$ cat src/rtl/bram_pixel_stream_out.sv
// Streams one frame of nine-lane lattice pixels out of the lattice BRAM as
// 144-bit AXI4-Stream beats. A 4-entry FIFO absorbs the one-cycle BRAM read latency.
module bram_pixel_stream_out #(
  parameter int DATA_WIDTH             = 16,
  parameter int DEPTH                  = 2500,
  parameter int ADDRESS_WIDTH          = 12,
  parameter int C_M00_AXIS_TDATA_WIDTH = 144
) (
  input  logic                                  m00_axis_aclk,
  input  logic                                  m00_axis_areset,
  input  logic                                  start,
  output logic                                  busy,
  output logic                                  done,
  output logic                                  ren,
  output logic [ADDRESS_WIDTH-1:0]              rd_addr,
  input  logic [DATA_WIDTH-1:0]                 rd_n,
  input  logic [DATA_WIDTH-1:0]                 rd_null,
  input  logic [DATA_WIDTH-1:0]                 rd_ne,
  input  logic [DATA_WIDTH-1:0]                 rd_e,
  input  logic [DATA_WIDTH-1:0]                 rd_se,
  input  logic [DATA_WIDTH-1:0]                 rd_s,
  input  logic [DATA_WIDTH-1:0]                 rd_sw,
  input  logic [DATA_WIDTH-1:0]                 rd_w,
  input  logic [DATA_WIDTH-1:0]                 rd_nw,
  output logic [ADDRESS_WIDTH-1:0]              read_addr,
  output logic                                  m00_axis_tvalid,
  output logic [C_M00_AXIS_TDATA_WIDTH-1:0]     m00_axis_tdata,
  output logic [C_M00_AXIS_TDATA_WIDTH/8-1:0]   m00_axis_tstrb,
  output logic                                  m00_axis_tlast,
  input  logic                                  m00_axis_tready
);

  localparam int CW = ADDRESS_WIDTH + 1;
  localparam int TW = C_M00_AXIS_TDATA_WIDTH;

  typedef enum logic [1:0] {
    S_IDLE,
    S_RUN,
    S_DONE
  } state_t;

  state_t          r_state;
  state_t          w_next_state;

  logic [CW-1:0]   r_issue_idx;
  logic [CW-1:0]   r_read_cnt;
  logic            r_inflight;
  logic            r_cap_last;

  logic [TW-1:0]   r_fifo_data [4];
  logic            r_fifo_last [4];
  logic [1:0]      r_wr_ptr;
  logic [1:0]      r_rd_ptr;
  logic [2:0]      r_count;

  logic            w_push;
  logic            w_pop;
  logic            w_run_entry;
  logic            w_credit_ok;
  logic            w_issue_ok;
  logic            w_last_pop;
  logic [TW-1:0]   w_packed;
  logic            w_unused_cnt_msb;

  assign w_packed    = {rd_nw, rd_w, rd_sw, rd_s, rd_se, rd_e, rd_ne, rd_null, rd_n};
  assign w_push      = r_inflight;
  assign w_pop       = m00_axis_tvalid && m00_axis_tready;
  assign w_last_pop  = w_pop && m00_axis_tlast;
  assign w_run_entry = (r_state == S_IDLE) && start;
  // Credit counts both queued entries and the read still on its way back from BRAM.
  assign w_credit_ok = (r_count + {2'b00, r_inflight}) < 3'd4;
  assign w_issue_ok  = r_issue_idx < CW'(DEPTH);

  // FSM: state register
  always_ff @(posedge m00_axis_aclk) begin
    // NOTE: all clocked state uses non-blocking assignment so every register
    // samples pre-edge values; blocking here would create order-dependent races.
    if (m00_axis_areset) begin
      r_state <= S_IDLE;
    end else begin
      r_state <= w_next_state;
    end
  end

  // FSM: next-state logic
  always_comb begin
    // NOTE: default first so every path assigns w_next_state and no latch is inferred.
    w_next_state = r_state;
    unique case (r_state)
      S_IDLE:  if (start) w_next_state = S_RUN;
      S_RUN:   if (w_last_pop) w_next_state = S_DONE;
      S_DONE:  w_next_state = S_IDLE;
      default: w_next_state = S_IDLE;
    endcase
  end

  // FSM: outputs
  always_comb begin
    busy = 1'b0;
    done = 1'b0;
    ren  = 1'b0;
    unique case (r_state)
      S_RUN:   begin
        busy = 1'b1;
        ren  = w_issue_ok && w_credit_ok;
      end
      S_DONE:  done = 1'b1;
      default: ;
    endcase
  end

  // Read issue, in-flight tracking and accepted-beat counter
  always_ff @(posedge m00_axis_aclk) begin
    if (m00_axis_areset) begin
      r_issue_idx <= '0;
      r_read_cnt  <= '0;
      r_inflight  <= 1'b0;
      r_cap_last  <= 1'b0;
    end else begin
      r_inflight <= ren;
      r_cap_last <= ren && (r_issue_idx == CW'(DEPTH - 1));
      if (w_run_entry) begin
        r_issue_idx <= '0;
      end else if (ren) begin
        r_issue_idx <= r_issue_idx + CW'(1);
      end
      if (w_run_entry) begin
        r_read_cnt <= '0;
      end else if (w_pop) begin
        r_read_cnt <= r_read_cnt + CW'(1);
      end
    end
  end

  // FIFO control
  always_ff @(posedge m00_axis_aclk) begin
    if (m00_axis_areset) begin
      r_wr_ptr <= '0;
      r_rd_ptr <= '0;
      r_count  <= '0;
    end else begin
      if (w_push) r_wr_ptr <= r_wr_ptr + 2'd1;
      if (w_pop)  r_rd_ptr <= r_rd_ptr + 2'd1;
      unique case ({w_push, w_pop})
        2'b10:   r_count <= r_count + 3'd1;
        2'b01:   r_count <= r_count - 3'd1;
        default: r_count <= r_count;
      endcase
    end
  end

  // FIFO storage
  always_ff @(posedge m00_axis_aclk) begin
    // NOTE: payload storage is deliberately not reset; the pointers and count are,
    // and the outputs are gated by occupancy so stale entries are never visible.
    if (w_push) begin
      r_fifo_data[r_wr_ptr] <= w_packed;
      r_fifo_last[r_wr_ptr] <= r_cap_last;
    end
  end

  assign m00_axis_tvalid  = (r_count != 3'd0);
  assign m00_axis_tdata   = m00_axis_tvalid ? r_fifo_data[r_rd_ptr] : '0;
  assign m00_axis_tlast   = m00_axis_tvalid && r_fifo_last[r_rd_ptr];
  assign m00_axis_tstrb   = '1;

  assign rd_addr          = r_issue_idx[ADDRESS_WIDTH-1:0];
  assign read_addr        = r_read_cnt[ADDRESS_WIDTH-1:0];
  assign w_unused_cnt_msb = r_read_cnt[ADDRESS_WIDTH];

endmodule

$ cat config.mk
export PLATFORM = sky130hd
export DESIGN_NAME = bram_pixel_stream_out
export DESIGN_NICKNAME = d
export VERILOG_FILES = /design/src/rtl/bram_pixel_stream_out.sv
export SDC_FILE = /design/constraint.sdc
export NUM_CORES = 1
export LEC_CHECK = 0
export BUFFER_PORTS_ARGS = -buffer_cell sky130_fd_sc_hd__buf_2
export CAP_MARGIN = 5
export CELL_PAD_IN_SITES_DETAIL_PLACEMENT = 1
export CELL_PAD_IN_SITES_GLOBAL_PLACEMENT = 2
export CORE_UTILIZATION = 47
export CTS_CLUSTER_DIAMETER = 60
export DETAILED_ROUTE_END_ITERATION = 6
export PLACE_DENSITY_LB_ADDON = 0.15
export SLEW_MARGIN = 20
export SYNTH_ARGS = -nofsm -noshare
export SYNTH_HDL_FRONTEND = slang
export SYNTH_SLANG_ARGS = --single-unit
$ cat constraint.sdc
create_clock -name m00_axis_aclk -period 8.27 [get_ports m00_axis_aclk]
set_clock_uncertainty 0.05 [all_clocks]
set_input_delay 0.4135 -clock m00_axis_aclk [delete_from_list [all_inputs] [get_ports m00_axis_aclk]]
set_output_delay 0.4135 -clock m00_axis_aclk [all_outputs]
set_load 0.005 [all_outputs]
# Word-level counts from Yosys, hierarchy flattened
# Memories as Yosys holds them, arrays and structs flattened. A register that Yosys moved wholly into a read port is not among the register bits.
# Index checks and enable logic that the tools add are counted.
totals:
  reg_bits: 37
  mem_bits_rw: 580
  rom_bits: 0
  latch_bits: 0
  in_bits: 148
  n_memories: 2
  output_inout_bits: 191
  elab_cells: 51
classes:
  addsub: 7
  div: 0
  n_reduce_logical: 11
  mul: 0
  magnitude_cmp: 2
  n_eq_ne: 7
  n_bitwise: 0
  muxes: 14
  shifts: 0
mem_list:
  columns: ["name", "words", "word_bits", "rd", "rd_ports_with_merged_regs", "write_ports", "line", "rtl"]
  rows:
  - ["r_fifo_data", 4, 144, 1, 1, 1, "50", "logic [TW-1:0] r_fifo_data [4];"]
  - ["r_fifo_last", 4, 1, 1, 1, 1, "51", "logic r_fifo_last [4];"]
ops:
  columns: ["operator", "n"]
  rows:
  - ["$mux W144", 1]
  - ["$add A13 B1 Y13 const B", 2]
  - ["$eq A13 B12 Y1 const B", 1]
  - ["$lt A13 B12 Y1 const B", 1]
  - ["$mux W2", 6]
  - ["$logic_and A1 B1 Y1", 6]
  - ["$pmux W3 S2", 1]
  - ["$mux W1", 5]
  - ["$add A2 B1 Y2 const B", 2]
  - ["$eq A2 B1 Y1 const B", 2]
  - ["$eq A2 B2 Y1 const B", 2]
  - ["$ne A2 B2 Y1 const B", 2]
  - ["$pmux W2 S2", 1]
  - ["$add A3 B1 Y3", 1]
  - ["$add A3 B1 Y3 const B", 1]
  - ["$lt A3 B3 Y1 const B", 1]
  - ["$reduce_bool A3 Y1", 1]
  - ["$sub A3 B1 Y3 const B", 1]
  - ["$logic_not A2 Y1", 1]
  - ["$reduce_and A2 Y1", 1]
  - ["$reduce_bool A2 Y1", 1]
  - ["$reduce_or A2 Y1", 1]

# Depth between registers and ports, before layout
logic_depth:
  word_depth: 5
  depth_mapped: 9
  depth_no_buf: 8

# Worst setup path before layout
# Ideal clock, no wire load.
synth_timing:
  path_type: "reg2reg"
  from: "reg r_wr_ptr[0]"
  to: "mem r_fifo_data[0][0] (netlist bit) (enable)"
  t_required_ns: 7.699
  setup_ns: 0.521
  path_slack_ns: 3.838
  stages_incl_launch_ff: 4
  arrival_ns: 3.861
  cell_sequence: "dfxtp_1 -> inv_1 -> ha_1 -> and2_1"
synth_rtl:
  columns: ["element", "line", "rtl"]
  rows:
  - ["start: declaration", "52", "logic [1:0] r_wr_ptr;"]
  - ["start signal: assignment", "142", "if (w_push) r_wr_ptr <= r_wr_ptr + 2'd1;"]
  - ["end: declaration", "50", null]
# No word-level cell before the write port.

==> metrics.txt <==
commonest cells after routing, fill and taps aside=edfxtp_1, buf_2, and2_1; number of distinct library cells after synthesis=38; data arrival time of the critical path=3680 ps; Clock Tree Root=clkbuf_16; standard cell core area=50200 um2; total setup violations reported at the end of the flow=0; Static Leak=0.0104 uW; horizontal die dimension=228 um; worst hold-check path type=primary input to flip-flop; CP Capture Type=primary output; Rows=82; vias per std cell=5.24; critical path data required time=7810 ps; clock-pin transition on the worst setup and hold timing paths=50 ps; number of max-cap violations=0; Max Clock Freq=241 MHz; Synth area leaders=edfxtp_1, mux4_2, and2_1; number of routed nets with antenna violations=0; clock tree from TritonCTS=done; post-synth top area share=0.729; number of failing hold endpoints at the final stage=0; worst stage delay on the critical path=760 ps; flip-flop and latch count after synthesis=618; final routed wirelength across all metal layers=53.1 mm; cell accounting for the most synthesized area=edfxtp_1; Placer Congestion=0.725; DRC violation count after routing=0; Die ar.=51800 um2; placement-stage worst setup slack=4560 ps; number of fillers in the final layout=4451; CP Max Fanout=83; average wire per cell in the routed design=22.4 um; starting utilization of the core area=0.476; number of top-level pins=339; First-pass DRT Iterations=4; status=complete, no violations; Max clock buf depth=3; number of global-route vias before repair=13500; crit path max-delay cell type=dfxtp_4; final critical-path setup slack=4130 ps; TritonCTS Sinks=618; Critical Setup Path Class=flip-flop to primary output; Multi-input gate area=5320 um2; Pwr per Cell Area=276 nW/um2; family with the most delay on the worst path=buffers and inverters; total via count in the routed design=12400; DRC violation total after the first TritonRoute iteration=560; share of power burned in registers=0.439; Syn Inst Count=1164; share of synthesized area occupied by flip-flops and latches=0.761; buffers inserted during post-CTS setup optimization=0; pin count of the biggest net entering global routing=84; WP buf/inv=3; clock latency on the worst-skew pair=580 ps; ordered list of cells on the worst path=buf_12 -> buf_4 -> mux4_2 -> and2_1 -> buf_2; proportion of power drawn by combinational gates=0.198; measured slew at the worst slew-check pin=1060 ps; net switching power=2060 uW; mean area per synthesized cell=20.5 um2; setup TNS=0 ps; worst-case headroom to the max-slew limit=0.292; detailed placement HPWL=30.9 mm; cell-internal power=6140 uW; Worst setup SP type=flip-flop; number of antenna violations at the first check in global routing=6; number of pins exceeding their max-slew limit in the final report=0; combined flip-flop and latch cell area=18200 um2; Max rail drop VDD=0.000193 V; number of CTS-inserted buffers=69; switching part of the total power=0.251; Mapped Area=23900 um2; Syn-to-layout area delta=24.4%; layout cell share with drive strength beyond 1=0.343; total of warnings raised by yosys=0; final critical-path required period=4140 ps; aggregate global routing overflow=0; count of buffers inserted at the top-level ports=320; deepest level of the CTS H-tree=3; first-pass GRT wire length=79.4 mm; # nets final=1800; global-route usage over all layers=0.207; height of the die=228 um; post-route clock period utilization=0.501; commonest non-fill, non-tap cell in the layout=edfxtp_1; setup repair after global routing missed its margin=false; fraction of power consumed by the clock network=0.363
-- metrics by stage --
| step | std cells | util | instance area [um2] | power (uW) | hold WS [ps] |
|---|---|---|---|---|---|
| 2_1_floorplan | 1181 | - | 24000 | 4630 | 377 |
| 3_3_place_gp | 2102 | 0.520 | 26100 | 5270 | 402 |
| 3_5_place_dp | 2102 | 0.520 | 26100 | 5280 | 402 |
| 4_1_cts | 2370 | 0.593 | 29700 | 8330 | 1.29 |
| 5_1_grt | 2373 | 0.593 | 29700 | 8540 | 24.5 |
| 6_report | 2373 | 0.593 | 29700 | 8190 | 48.2 |
-- layer usage --
metal | share of wire | routed length [um] | vias to the layer above | global-route usage
met5 | 0.00070 | 37 | - | 0
met2 | 0.52 | 27400 | 281 | 0.359
met4 | 0.024 | 1270 | 6 | 0.0617
met1 | 0.40 | 21500 | 6501 | 0.254
met3 | 0.054 | 2860 | 85 | 0.0567
li1 | - | - | 5555 | -
-- power groups by stage --
stage | clock [uW] | sequential, uW | combinational [uW]
global placement | 0 | 3660 | 1610
global route | 3140 | 3610 | 1790
finish | 2970 | 3600 | 1630
floorplan | 0 | 3620 | 1010
CTS | 3050 | 3600 | 1680
detailed placement | 0 | 3660 | 1610
-- cell usage after synthesis, drive strengths merged --
cell	number
edfxtp	580
and2	151
mux4	145
buf	55
dfxtp	38
clkbuf	29
nand2	24
nor2	18
inv	12
nor4	12
mux2i	11
nand2b	10
nand3	8
xnor2	8
a21oi	7
ha	7
nand4	7
xor2	7
nor3	5
o21ai	5
and3	4
or3	3
or4	3
nand4b	2
nor2b	2
o31ai	2
or2	2
a21o	1
conb	1
fa	1
nor3b	1
o2111a	1
o21a	1
o221ai	1
-- path summary, 6_finish.rpt --
check | start | endpoint | slack [ps] | cells past startpoint
worst max-delay path | flip-flop | m00_axis_tdata[105] | 4130 | 5
worst min-delay path | rd_ne[12] | r_fifo_data[3][44] | 50 | 1
worst max register to register | r_count[0] | r_count[2] | 5600 | 8
worst min register to register | r_state[1] | r_state[0] | 410 | 1
-- what timing repair did --
action | in CTS | in global routing
hold buffers | 143 | 0
hold endpoints to repair | 572 | 0
setup endpoints to repair | 0 | 0
resized for setup | 0 | 0
-- cells by family (layout without fill, tap and decap cells) --
kind of cell | count (synthesis) | after routing | synth area share
AOI/OAI and AO/OA | 18 | 18 | 0.00497
adders and majority gates | 8 | 8 | 0.00450
and+or+nand+nor | 252 | 252 | 0.0623
xor gates and xnor gates | 15 | 15 | 0.00550
other | 1 | 21 | 0.000157
buffers and inverters | 96 | 613 | 0.0208
DFF | 618 | 618 | 0.761
muxes | 156 | 156 | 0.141
-- final cells by class --
| class | count | share of cell area |
|---|---|---|
| Sequential cell | 618 | 0.611 |
| Multi-Input combinational cell | 467 | 0.179 |
| Timing Repair Buffer | 476 | 0.106 |
| Clock buffer | 96 | 0.0636 |
| Tap cell | 672 | 0.0283 |
| Clock inverter | 29 | 0.0105 |
| Inverter | 12 | 0.00151 |
| Antenna cell | 3 | 0.000252 |
-- registers in the layout, indices dropped and copies added (netlist names), named ones only --
name         count
r_issue_idx     13
r_cap_last       1
r_fifo_last      4
r_count          3
r_wr_ptr         2
r_fifo_data    576
r_state          2
r_rd_ptr         2
r_read_cnt      12
r_inflight       1
(Power assumes the default switching activity.)
